--- src/rtl/fir_out_serializer.sv ---
// Rounds and saturates FIR accumulator results to 16 bits, queues them in a small FIFO
// and emits each one as a two-byte frame (high byte first) on a byte-wide stream.
module fir_out_serializer #(
  parameter int ACC_W      = 20,
  parameter int OUT_SHIFT  = 4,
  parameter int FIFO_DEPTH = 4
) (
  input  logic                          clk,
  input  logic                          rst,
  input  logic [ACC_W-1:0]              acc_in,
  input  logic                          acc_valid,
  output logic                          acc_ready,
  output logic [7:0]                    tx_data,
  output logic                          tx_first,
  output logic                          tx_valid,
  input  logic                          tx_ready,
  output logic [7:0]                    sat_count,
  output logic [$clog2(FIFO_DEPTH):0]   fifo_level,
  output logic [1:0]                    dbg_state
);

  localparam int PTR_W = $clog2(FIFO_DEPTH);
  localparam int LVL_W = PTR_W + 1;
  localparam logic [LVL_W-1:0]    FULL_LVL = LVL_W'(FIFO_DEPTH);
  localparam logic signed [ACC_W:0] ROUND_K = (ACC_W+1)'(1 << (OUT_SHIFT-1));
  localparam logic signed [ACC_W:0] SAT_MAX = (ACC_W+1)'(32767);
  localparam logic signed [ACC_W:0] SAT_MIN = (ACC_W+1)'(-32768);

  typedef enum logic [1:0] {
    S_IDLE    = 2'd0,
    S_SEND_HI = 2'd1,
    S_SEND_LO = 2'd2
  } state_t;

  state_t             r_state;
  logic [PTR_W-1:0]   r_wr_ptr;
  logic [PTR_W-1:0]   r_rd_ptr;
  logic [LVL_W-1:0]   r_level;
  logic               r_acc_ready;
  logic [7:0]         r_sat_count;
  logic [7:0]         r_tx_data;
  logic [7:0]         r_lo_byte;
  logic               r_tx_first;
  logic               r_tx_valid;
  logic [15:0]        r_mem [FIFO_DEPTH];

  logic signed [ACC_W:0] w_r;
  logic signed [ACC_W:0] w_q;
  logic               w_clip_hi;
  logic               w_clip_lo;
  logic [15:0]        w_sample;
  logic [15:0]        w_rd_data;
  logic               w_push;
  logic               w_pop;
  logic               w_empty;
  logic [LVL_W-1:0]   w_level_nxt;

  // Arithmetic shift makes the rounding half toward +inf for negative results too.
  assign w_r       = $signed({acc_in[ACC_W-1], acc_in}) + ROUND_K;
  assign w_q       = w_r >>> OUT_SHIFT;
  assign w_clip_hi = (w_q > SAT_MAX);
  assign w_clip_lo = (w_q < SAT_MIN);
  assign w_sample  = w_clip_hi ? 16'h7FFF : (w_clip_lo ? 16'h8000 : w_q[15:0]);

  // Both streams are valid/ready: a word moves on a rising edge where valid && ready,
  // and the source holds the word stable until that edge.
  assign w_empty     = (r_level == '0);
  assign w_push      = acc_valid && r_acc_ready;
  assign w_pop       = !w_empty && ((r_state == S_IDLE) || ((r_state == S_SEND_LO) && tx_ready));
  assign w_rd_data   = r_mem[r_rd_ptr];
  assign w_level_nxt = r_level + LVL_W'(w_push) - LVL_W'(w_pop);

  always_ff @(posedge clk) begin
    if (w_push) begin
      r_mem[r_wr_ptr] <= w_sample;
    end
  end

  always_ff @(posedge clk) begin
    if (rst) begin
      r_wr_ptr    <= '0;
      r_rd_ptr    <= '0;
      r_level     <= '0;
      r_acc_ready <= 1'b0;
      r_sat_count <= 8'h00;
    end else begin
      if (w_push) begin
        r_wr_ptr <= r_wr_ptr + PTR_W'(1);
      end
      if (w_pop) begin
        r_rd_ptr <= r_rd_ptr + PTR_W'(1);
      end
      r_level     <= w_level_nxt;
      r_acc_ready <= (w_level_nxt != FULL_LVL);
      if (w_push && (w_clip_hi || w_clip_lo) && (r_sat_count != 8'hFF)) begin
        r_sat_count <= r_sat_count + 8'd1;
      end
    end
  end

  always_ff @(posedge clk) begin
    if (rst) begin
      r_state    <= S_IDLE;
      r_tx_data  <= 8'h00;
      r_tx_first <= 1'b0;
      r_tx_valid <= 1'b0;
      r_lo_byte  <= 8'h00;
    end else begin
      case (r_state)
        S_IDLE: begin
          if (!w_empty) begin
            r_lo_byte  <= w_rd_data[7:0];
            r_tx_data  <= w_rd_data[15:8];
            r_tx_first <= 1'b1;
            r_tx_valid <= 1'b1;
            r_state    <= S_SEND_HI;
          end
        end
        S_SEND_HI: begin
          if (tx_ready) begin
            r_tx_data  <= r_lo_byte;
            r_tx_first <= 1'b0;
            r_state    <= S_SEND_LO;
          end
        end
        S_SEND_LO: begin
          if (tx_ready) begin
            if (!w_empty) begin
              r_lo_byte  <= w_rd_data[7:0];
              r_tx_data  <= w_rd_data[15:8];
              r_tx_first <= 1'b1;
              r_state    <= S_SEND_HI;
            end else begin
              r_tx_valid <= 1'b0;
              r_state    <= S_IDLE;
            end
          end
        end
        default: begin
          r_tx_valid <= 1'b0;
          r_state    <= S_IDLE;
        end
      endcase
    end
  end

  assign acc_ready  = r_acc_ready;
  assign tx_data    = r_tx_data;
  assign tx_first   = r_tx_first;
  assign tx_valid   = r_tx_valid;
  assign sat_count  = r_sat_count;
  assign fifo_level = r_level;
  assign dbg_state  = r_state;

endmodule

--- config.mk ---
export PLATFORM = sky130hd
export DESIGN_NAME = fir_out_serializer
export DESIGN_NICKNAME = d
export VERILOG_FILES = /design/src/rtl/fir_out_serializer.sv
export SDC_FILE = /design/constraint.sdc
export NUM_CORES = 1
export LEC_CHECK = 0
export CAP_MARGIN = 5
export CORE_UTILIZATION = 45
export DETAILED_ROUTE_END_ITERATION = 8
export GPL_TIMING_DRIVEN = 0
export PLACE_DENSITY_LB_ADDON = 0.1
export SETUP_SLACK_MARGIN = 0.3
export SLEW_MARGIN = 20
export SYNTH_ARGS = -nofsm -noshare
export SYNTH_HDL_FRONTEND = slang
export SYNTH_SLANG_ARGS = --single-unit
--- constraint.sdc ---
create_clock -name clk -period 5 [get_ports clk]
set_input_delay 1.5 -clock clk [delete_from_list [all_inputs] [get_ports clk]]
set_output_delay 1.5 -clock clk [all_outputs]
set_load 0.02 [all_outputs]
# After elaboration in Yosys (flattened, before gate mapping)
# Memories as Yosys holds them, arrays and structs flattened. A register that Yosys moved wholly into a read port is not among the register bits.
# Cells that the tools add are included.
totals:
  register_bits: 36
  mem_bits_rw: 64
  inputBits: 24
  elab_cells: 70
  memories: 1
op_classes:
  n_addsub: 6
  order_cmp: 2
  n_eq_ne: 8
  muxes: 26
  bitwise: 1
  reduce_logical: 16
memory_table:
  columns: ["memory", "words", "word_bits", "rd", "rd_clocked_by_memory_dff", "write_ports", "line", "rtl"]
  rows:
  - ["r_mem", 4, 16, 1, 1, 1, "45", "logic [15:0] r_mem [FIFO_DEPTH];"]
ops:
  columns: ["operator", "count"]
  rows:
  - ["$mux 8", 5]
  - ["$mux 16", 2]
  - ["$pmux 8 s3", 1]
  - ["$add 20x5->21 const B", 1]
  - ["$gt 17x16->1 const B", 1]
  - ["$lt 17x16->1 const B", 1]
  - ["$pmux 8 s2", 1]
  - ["$mux 2", 5]
  - ["$mux 1", 9]
  - ["$add 8x1->8 const B", 1]
  - ["$ne 2x2->1 const B", 4]
  - ["$ne 8x8->1 const B", 1]
  - ["$pmux 1 s3", 2]
  - ["$pmux 2 s3", 1]
  - ["$reduce_and 3->1", 2]
  - ["$logic_and 1x1->1", 5]
  - ["$add 2x1->2 const B", 2]
  - ["$reduce_and 4->1", 1]
  - ["$add 3x1->3", 1]
  - ["$logic_not 3->1", 1]
  - ["$ne 3x3->1 const B", 1]
  - ["$reduce_bool 3->1", 1]
  - ["$sub 3x1->3", 1]
  - ["$eq 2x1->1 const B", 1]
  - ["other kinds (7)", 8]

# Depth between registers and ports, before layout
# Gate-level depths: netlist of run 1.
depth:
  depth_word: 6
  mapped_depth: 12
  ltp_nobuf: 11

# Worst setup path after synthesis of run 1
# Ideal clock, no wire load.
synth_timing:
  path_kind: "input-to-reg"
  start: "input tx_ready"
  end: "register r_acc_ready, in the netlist acc_ready"
  arrival_time_ns: 3.637
  required_time_ns: 4.872
  setup_slack_ns: 1.236
  cell_stages: 12
  n_path_buf: 1
  path_cell_list: "nor2b_1 nor3_1 buf_2 ha_1 inv_1 ha_1 inv_1 fa_1 xor2_1 xnor2_1 nor3b_1 nor2_1"
synth_via:
  elab_chain_cells: 5
synth_rtl:
  columns: ["element", "line", "rtl"]
  rows:
  - ["start, declared", "16", "input logic tx_ready,"]
  - ["$logic_and 1x1->1", "69", "assign w_pop = !w_empty && ((r_state == S_IDLE) || ((r_state == S_SEND_LO) && tx_ready));"]
  - ["$logic_or 1x1->1", "69", null]
  - ["$logic_and 1x1->1", "69", null]
  - ["named net w_pop", "54", "logic w_pop;"]
  - ["$sub 3x1->3", "71", "assign w_level_nxt = r_level + LVL_W'(w_push) - LVL_W'(w_pop);"]
  - ["$ne 3x3->1", "94", "r_acc_ready <= (w_level_nxt != FULL_LVL);"]
  - ["end signal, assigned", "94", null]
  - ["end, declared", "39", "logic r_acc_ready;"]
# The timed path passes the listed nets, and every way through them passes these cells.
# A chain may end at the register's enable or synchronous reset.

# Final worst setup path of run 1
# Same ends and word-level chain as after synthesis.

==> run metrics, run 1 <==
vias per cell around 5.2; Crit Path Class in2reg; Ys Warns 0; core area around 9700 um2; Multi-input gate area ~1700 um2; top cell type's share of synthesized area a little over two fifths; Crit path required time 5.23 ns; syn nets just under 400; Async SR Flop Fraction 0%; first-pass GRT wire length 13340 um; Hold Buf Count CTS 0; Sink Count 102; placed wire-length estimate approximately 6200 um; initial drt markers a little over 100; total die area between 10000 and 15000 um2; worst-path maximum fanout 10; n_diodes 0; Worst-path clk slew approximately 0.1 ns; share of layout cells above drive strength 1 under 10%; CTS Buf Count 9; Synth area leader edfxtp_1; Final Setup Violations 0; RSZ-0062 raised after global routing false; WP data arrival roughly 4.6 ns; Worst path max stage delay roughly 0.6 ns; Max Slew Vio Count 0; Tcrit/Tclk final between 80% and 90%; Crit-path slowest cell nor3_1; DR WL/cell around 16 um; Initial Util a little under half; Final Hold Vio Count 0; Placer Congestion between 0.8 and 0.9; VDD IR max slightly above 0.2 mV; Max transition margin ~43%; number of global-route vias before repair about 2600; H-tree lvl count 3; Yosys reg bits around 100; number of distinct library cells after synthesis 46; Clock Skews between 0.01 and 0.015 ns; ys flop type edfxtp_1; cell area after synthesis between 4000 and 5000 um2; Vias around 2800; Layout Nets around 440; PortBufs 44; EDFF count, synth 64; DRT Pass-1 Iters 4; Total Wirelength around 8600 um; Max Fclk 0.2286 GHz; # fillers about 880; Worst Hold Class reg2reg; power per cell area 460.4 nW/um2; max-cap viol count 0; clk buf depth 2; Tmin final between 4 and 5 ns; DIE WIDTH between 100 and 150 um; Die H approximately 100 um; setup repair bufs after CTS 0; Clock Latency Late Sink approximately 0.35 ns; post-synthesis sequential area ratio 60.04%; worst path cell trace clkdlybuf4s50_1, nor2b_1, nor3_1, buf_2, ha_1, inv_1, ha_1, inv_1, fa_1, xor2_1, xnor2_1, nor3b_1, nor2_1; reg2reg path depth 12; clock root cell clkbuf_8; area delta synth->final 17.98%; post-place instance area around 5000 um2; Post-Syn Area per Cell between 10 and 15 um2; PostCTS Resize Cnt 0; Worst-Margin Slew ~0.85 ns; CTS tree done; total congestion overflow 0; IO Count 48; maximum number of pins on one net before global-route repair 18; DRC violations left 0; initial antenna violation count 0; antenna viol nets, final 0; Setup TNS 0 ns; status finished, final reports clean; CP Capture Type flip-flop; GRT Total Usage 17.58%; Synth area leaders edfxtp_1, dfxtp_1, mux4_2, nor2_1, nand2_1; WHS Path Cells 2; Worst setup SP type input port; Mapped Cells 354; LEAKAGE 1.841 nW; cell area after layout between 5000 and 6000 um2; Rows 36; Reg area 2683 um2
## power by group
group	internal [mW]	total, mW	switching [mW]
Combinational	0.377	0.816	0.439
Clock	0.232	0.504	0.273
Sequential	1.04	1.11	0.0719
Total	1.64	2.43	0.783
## path summary, 6_finish.rpt
check	startpoint	slack, ns	end
setup / recovery	tx_ready	0.63	acc_ready
hold / removal	tx_data[2]	0.50	tx_data[2]
setup reg to reg	fifo_level[1]	1.84	acc_ready
hold reg to reg	tx_data[2]	0.50	tx_data[2]
## cells by family after synthesis
logic type	share of synthesized area (%)
mux	10.89
fa+ha+maj	2.688
simple gates	13.61
flops	60.04
compound gates	7.421
xor+xnor	3.333
buf+inv	2.016
## final cells by class
class / count / area share, %
plain buffers: 16 / 1.353
clock buffers: 9 / 2.350
clock inverters: 7 / 1.377
inverters: 5 / 0.3560
multi-input cells: 231 / 32.16
flip-flops and latches: 102 / 50.89
well taps: 133 / 3.157
repair buffers: 44 / 8.355
## worst max-delay path, delay by kind of cell
kind,cells,cell delay [ns]
buf+inv,4,1.07
simple gates,4,0.92
fa+ha+maj,3,0.80
xor+xnor,2,0.31
## cells in the mapped netlist, types with 4 or more instances
library cell and count:
a211oi_1 8, and3_1 7, ha_1 8, mux4_2 16, nand3_1 11, a21oi_1 21
nand2_1 29, edfxtp_1 64, nand2b_1 6, nor2b_1 5, mux2i_1 10, buf_1 4
xor2_1 8, nor2_1 46, xnor2_1 9, dfxtp_1 38, clkbuf_1 8, inv_1 5
o21ai_0 6
## routing by layer
layer / part of all wire [%] / track usage [%] / vias up
met1: 48 / 23.65 / 1370
met2: 47 / 28.48 / 56
met5: 0 / 0 / -
li1: - / - / 1416
met4: 1.2 / 6.577 / 0
met3: 3.6 / 3.175 / 6
## state kept, by name, indices dropped and copies added, names as in the netlist, 2 cells and up, named ones only
| register | flops |
|---|---|
| r_mem | 64 |
| r_lo_byte | 8 |
| sat_count | 8 |
| tx_data | 8 |
| fifo_level | 3 |
| dbg_state | 2 |
| r_rd_ptr | 2 |
| r_wr_ptr | 2 |
## layout by cell type, fill, tap and decap left out, types with 2 or more instances in the layout
master           Yosys  final
edfxtp_1            64     64
nor2_1              46     46
clkdlybuf4s50_1      0     44
dfxtp_1             38     38
nand2_1             29     29
a21oi_1             21     21
mux4_2              16     16
nand3_1             11     11
mux2i_1             10     10
xnor2_1              9      9
clkbuf_8             0      9
clkbuf_1             8      8
xor2_1               8      8
a211oi_1             8      8
ha_1                 8      8
and3_1               7      7
nand2b_1             6      6
o21ai_0              6      6
nor2b_1              5      5
inv_1                5      5
buf_1                4      4
nor3_1               3      3
buf_2                3      3
and4_1               3      3
nand4_1              3      3
o21bai_1             3      3
o21a_1               3      3
a31oi_1              3      3
nand4_2              2      2
nor4_1               2      2
a31o_1               2      2
nand3b_1             2      2
clkinvlp_4           0      2
## stage by stage
| step | util [%] | setup WS, ns | total power [mW] | std cells | hold slack, ns |
|---|---|---|---|---|---|
| final | 54.43 | 0.6262 | 2.427 | 547 | 0.5045 |
| after global routing | 54.43 | 0.3928 | 2.562 | 547 | 0.5223 |
| after CTS | 54.43 | 0.6269 | 2.451 | 547 | 0.5046 |
| after detailed placement | 52.40 | 0.2621 | 1.950 | 531 | 0.4854 |
| after global placement | 52.40 | 0.2366 | 1.939 | 531 | 0.4810 |
| after floorplan | - | 1.236 | 1.684 | 354 | 0.4607 |
Note: power is estimated with default switching activity, not from simulation.
==> run 2, diff against run 1 <==
--- a/config.mk
+++ b/config.mk
@@ -6,6 +6,7 @@
 export NUM_CORES = 1
 export LEC_CHECK = 0
 export CAP_MARGIN = 5
+export CORE_ASPECT_RATIO = 1.4
 export CORE_UTILIZATION = 45
 export DETAILED_ROUTE_END_ITERATION = 8
 export GPL_TIMING_DRIVEN = 0
==> constraint.sdc (replaced) <==
create_clock -name clk -period 4.3 [get_ports clk]
set_input_delay 1.29 -clock clk [delete_from_list [all_inputs] [get_ports clk]]
set_output_delay 1.29 -clock clk [all_outputs]
set_load 0.02 [all_outputs]
==> run metrics, run 2 (synthesis gave the netlist of run 1 again) <==
Largest delay share family, worst path buffers and inverters; clk buf depth 2; Worst-Margin Slew 0.8706 ns; metal2 WL between 4000 and 5000 um; worst-path maximum fanout 10; clock root cell clkbuf_16; Final Setup Violations 0; Setup TNS 0 ns; initial antenna violation count 0; status finished, final reports clean; Crit path required time around 4.5 ns; IO Count 48; Placed Cells 530; WP data arrival approximately 4 ns; Max Fclk between 0.2 and 0.3 GHz; WHS Path Cells 2; Sink Count 102; number of global-route vias before repair 2890; Max transition margin approximately two fifths; antenna viol nets, final 0; Vias between 2000 and 3000; DRC violations left 0; Rows 42; Initial Util a little under half; Placer Congestion 0.7999; Max Slew Vio Count 0; Crit Path Class in2reg; Tot Pwr about 3 mW; DIE WIDTH around 86 um; initial drt markers between 100 and 150; Tmin final between 3 and 4 ns; PortBufs 44; final core utilization 56.07%; Crit-path slowest cell clkdlybuf4s50_1; worst setup margin between 0.5 and 0.6 ns; area delta synth->final 20.02%; Layout Nets roughly 440; GRT Total Usage 19.42%; Worst Hold Class reg2reg; CP Capture Type flip-flop; met3 wire len 269 um; # fillers 855; most frequent cells in the layout edfxtp_1, nor2_1, clkdlybuf4s50_1; Tcrit/Tclk final ~86%; LEAKAGE ~1.9 nW; reg2reg path depth 12; DRT Pass-1 Iters 4; Die H approximately 120 um; total die area just over 10000 um2; placed wire-length estimate 6666 um; first-pass GRT wire length roughly 15000 um; final std cells w/o fill 547; Hold Buf Count CTS 0; Clock Skews ~0.0062 ns; Worst path depth 13; Top Metal Used met4; Total Wirelength between 9000 and 10000 um; max reg flops 64; Top reg by flops r_mem; Buf/Inv on CP 4; max-cap viol count 0; core area about 9600 um2; CTS Buf Count 9; Hold Slack 0.4973 ns; cell area after layout around 5400 um2; share of layout cells above drive strength 1 under 10%; DR WL/cell roughly 17 um; CTS tree done; most common cell after layout, fill and taps aside edfxtp_1; Worst setup SP type input port; total congestion overflow 0; VDD IR max 0.2475 mV; worst path cell trace clkdlybuf4s50_1, nor2b_1, nor3_4, clkbuf_4, ha_1, inv_1, ha_1, inv_1, fa_1, xor2_1, xnor2_1, nor3b_1, nor2_1; metal1 wirelength 3955 um; Worst path max stage delay 0.58 ns; RSZ-0062 raised after global routing false; n_diodes 0; vias per cell about 5.3; pre-CTS WS -0.3111 ns; H-tree lvl count 3; maximum number of pins on one net before global-route repair 17; Final Hold Vio Count 0; Worst-path clk slew ~0.07 ns; Clock Latency Late Sink 0.35 ns; power per cell area approximately 560 nW/um2; post-place instance area between 5000 and 6000 um2
==> run 2: worst paths after layout <==
kind	startpoint	endpoint	slack, ns
max reg2reg	fifo_level[1]	acc_ready	1.52
min reg2reg	tx_data[5]	tx_data[5]	0.50
min	tx_data[5]	tx_data[5]	0.50
max	tx_ready	acc_ready	0.58
==> run 2: area by class of cell <==
| class | instances | area [um2] | area share [%] |
|---|---|---|---|
| flip-flops and latches | 102 | 2683 | 50.02 |
| multi-input cells | 231 | 1707 | 31.82 |
| repair buffers | 45 | 447.9 | 8.353 |
| clock buffers | 12 | 246.5 | 4.596 |
| well taps | 132 | 165.2 | 3.080 |
| plain buffers | 16 | 73.82 | 1.377 |
| clock inverters | 4 | 21.27 | 0.3966 |
| inverters | 5 | 18.77 | 0.3500 |
==> run 2: what timing repair did <==
item                                    in CTS  in global routing
resized for setup                            1                  2
endpoints found under the setup margin       2                  2
pin swaps                                    0                  1
setup buffers                                0                  1
==> run 2: metal layers <==
layer  vias to the layer above  global-route usage [%]
met5                         -                       0
met4                         0                   10.21
met3                        15                   2.957
met2                        71                   34.52
met1                      1412                   22.20
li1                       1417                       -
==> run 2: report_power, final <==
part	internal, mW	switching [mW]
Clock	0.406	0.332
Sequential	1.21	0.0896
Combinational	0.454	0.516
Total	2.06	0.938
==> run 2: tightest hold or removal path: stages, from the launching register on <==
cell,delay (ns)
dfxtp_1,0.31
nor2_1,0.09
a211oi_1,0.05
==> run 3, diff against run 2 <==
==> constraint.sdc (replaced) <==
create_clock -name clk -period 3.9 [get_ports clk]
set_input_delay 1.17 -clock clk [delete_from_list [all_inputs] [get_ports clk]]
set_output_delay 1.17 -clock clk [all_outputs]
set_load 0.02 [all_outputs]
==> run metrics, run 3 (synthesis gave the netlist of run 1 again) <==
Max Fclk 0.2922 GHz; Worst-Margin Slew 0.8689 ns; Layout Nets around 440; Worst path most repeated cell o21ai_0; first-pass GRT wire length ~15000 um; RSZ-0062 raised after global routing false; Tmin final around 3.4 ns; Worst-path clk slew 0.07 ns; Worst R2R Start fifo_level[1]; hold endpoint tx_data[5]; Worst setup SP type input port; Setup TNS 0 ns; CP Launch Point acc_in[3]; max-cap viol count 0; Worst path max stage delay roughly 0.52 ns; Multi-input gate area roughly 1700 um2; Tcrit/Tclk final between 80% and 90%; reg2reg path depth 12; worst-path maximum fanout 7; Crit Path Class in2reg; n_diodes 0; most common cell after layout, fill and taps aside edfxtp_1; Vias between 2000 and 3000; final std cells w/o fill around 550; share of layout cells above drive strength 1 roughly 9.9%; total congestion overflow 0; Top reg by flops r_mem; DRT Pass-1 Iters 4; power per cell area approximately 620 nW/um2; status finished, final reports clean; Worst Hold Class reg2reg; Clock Latency Late Sink 0.35 ns; CTS Buf Count 9; DIE WIDTH approximately 86 um; CTS tree done; Largest delay share family, worst path compound AO/OA/AOI/OAI gates; Sink Count ~100; DRC violations left 0; hold path startpoint tx_data[5]; VDD IR max about 0.27 mV; antenna viol nets, final 0; CP Capture Type flip-flop; vias per cell between 5 and 6; area delta synth->final 20.08%; H-tree lvl count 3; most frequent cells in the layout edfxtp_1, nor2_1, clkdlybuf4s50_1; Placer Congestion approximately 0.80; Rows 42; core area roughly 9600 um2; Final Setup Violations 0; Crit path required time between 3 and 4 ns; total die area 10340 um2; WHS Path Cells 2; Buf/Inv on CP 1; Final Hold Vio Count 0; Total Wirelength around 9000 um; final core utilization 56.10%; clock root cell clkbuf_16; number of global-route vias before repair about 2900; initial antenna violation count 0; max reg flops 64; Max transition margin a little over two fifths; # fillers ~850; PortBufs between 40 and 50; placed wire-length estimate roughly 6700 um; WP data arrival between 3 and 4 ns; GRT Total Usage between 10% and 20%; DR WL/cell about 17 um; r2r endpoint acc_ready; Reg area 2683 um2; maximum number of pins on one net before global-route repair 17; Crit-path slowest cell clkdlybuf4s50_1; Placed Cells 530; Initial Util a little under half; Die H ~120 um; IO Count 48; LEAKAGE between 1.5 and 2 nW; Clock Skews just under 0.007 ns; clk buf depth 2; r2r setup slk between 1 and 1.5 ns; Max Slew Vio Count 0; initial drt markers ~110; worst path cell trace clkdlybuf4s50_1, ha_1, nand3_1, o21ai_0, nor2_1, o21ai_1, o21ai_0
-- run 3: changes by cell type in the layout (fill, tap and decap cells not counted) --
cell / delta
buf_4: +1
clkbuf_4: -1
clkdlybuf4s50_1: -1
dlymetal6s2s_1: +1
-- run 3: timing repair --
action | in CTS | in global routing
gates resized for setup | 3 | 1
setup buffers | 1 | 0
pin swaps | 1 | 0
hold buffers | 0 | 0
endpoints found under the hold margin | 0 | 0
setup endpoints to repair | 3 | 1
-- run 3: report_power, final --
group	switching (mW)	internal (mW)	total (mW)
Clock	0.368	0.447	0.815
Sequential	0.0990	1.33	1.43
Combinational	0.570	0.501	1.07
-- run 3: worst max-delay path by stage --
stage,end,cells after the start,slack [ns]
2_1_floorplan,acc_ready,12,0.47
3_3_place_gp,acc_ready,13,-0.53
3_5_place_dp,acc_ready,13,-0.59
4_1_cts,acc_ready,13,0.38
5_1_grt,r_mem[1][5],7,0.30
6_report,r_mem[1][5],7,0.48
-- run 3: metrics by stage --
stage          area [um2]  worst slack [ns]  hold slack [ns]  power (mW)
3_3_place_gp         5074           -0.5326           0.4744       2.490
2_1_floorplan        4468            0.4659           0.4607       2.159
6_report             5365            0.4780           0.4971       3.314
5_1_grt              5365            0.3011           0.5203       3.502
3_5_place_dp         5074           -0.5911           0.4898       2.510
4_1_cts              5363            0.3809           0.4990       3.350
-- run 3: layer usage --
layer  global-route usage [%]  part of all wire, %
met1                    22.29                   43
met5                        0                    0
met4                    10.21                  2.4
met3                    2.957                  3.0
met2                    34.57                   52
-- run 3: area by class of cell --
type	instances	area share, %
Timing Repair Buffer	45	8.396
Clock inverter	4	0.3965
Tap cell	132	3.078
Multi-Input combinational cell	231	31.81
Inverter	5	0.3498
Buffer	16	1.376
Sequential cell	102	50.00
Clock buffer	12	4.594
-- run 3: worst reg2reg max path, stage by stage, from the launching register on --
cell,delay [ns]
dfxtp_1,0.35
nor3_1,0.48
nor3_4,0.09
buf_4,0.21
ha_1,0.28
inv_1,0.06
ha_1,0.13
inv_1,0.04
fa_1,0.38
xor2_1,0.16
xnor2_1,0.15
nor3b_1,0.19
nor2_1,0.07
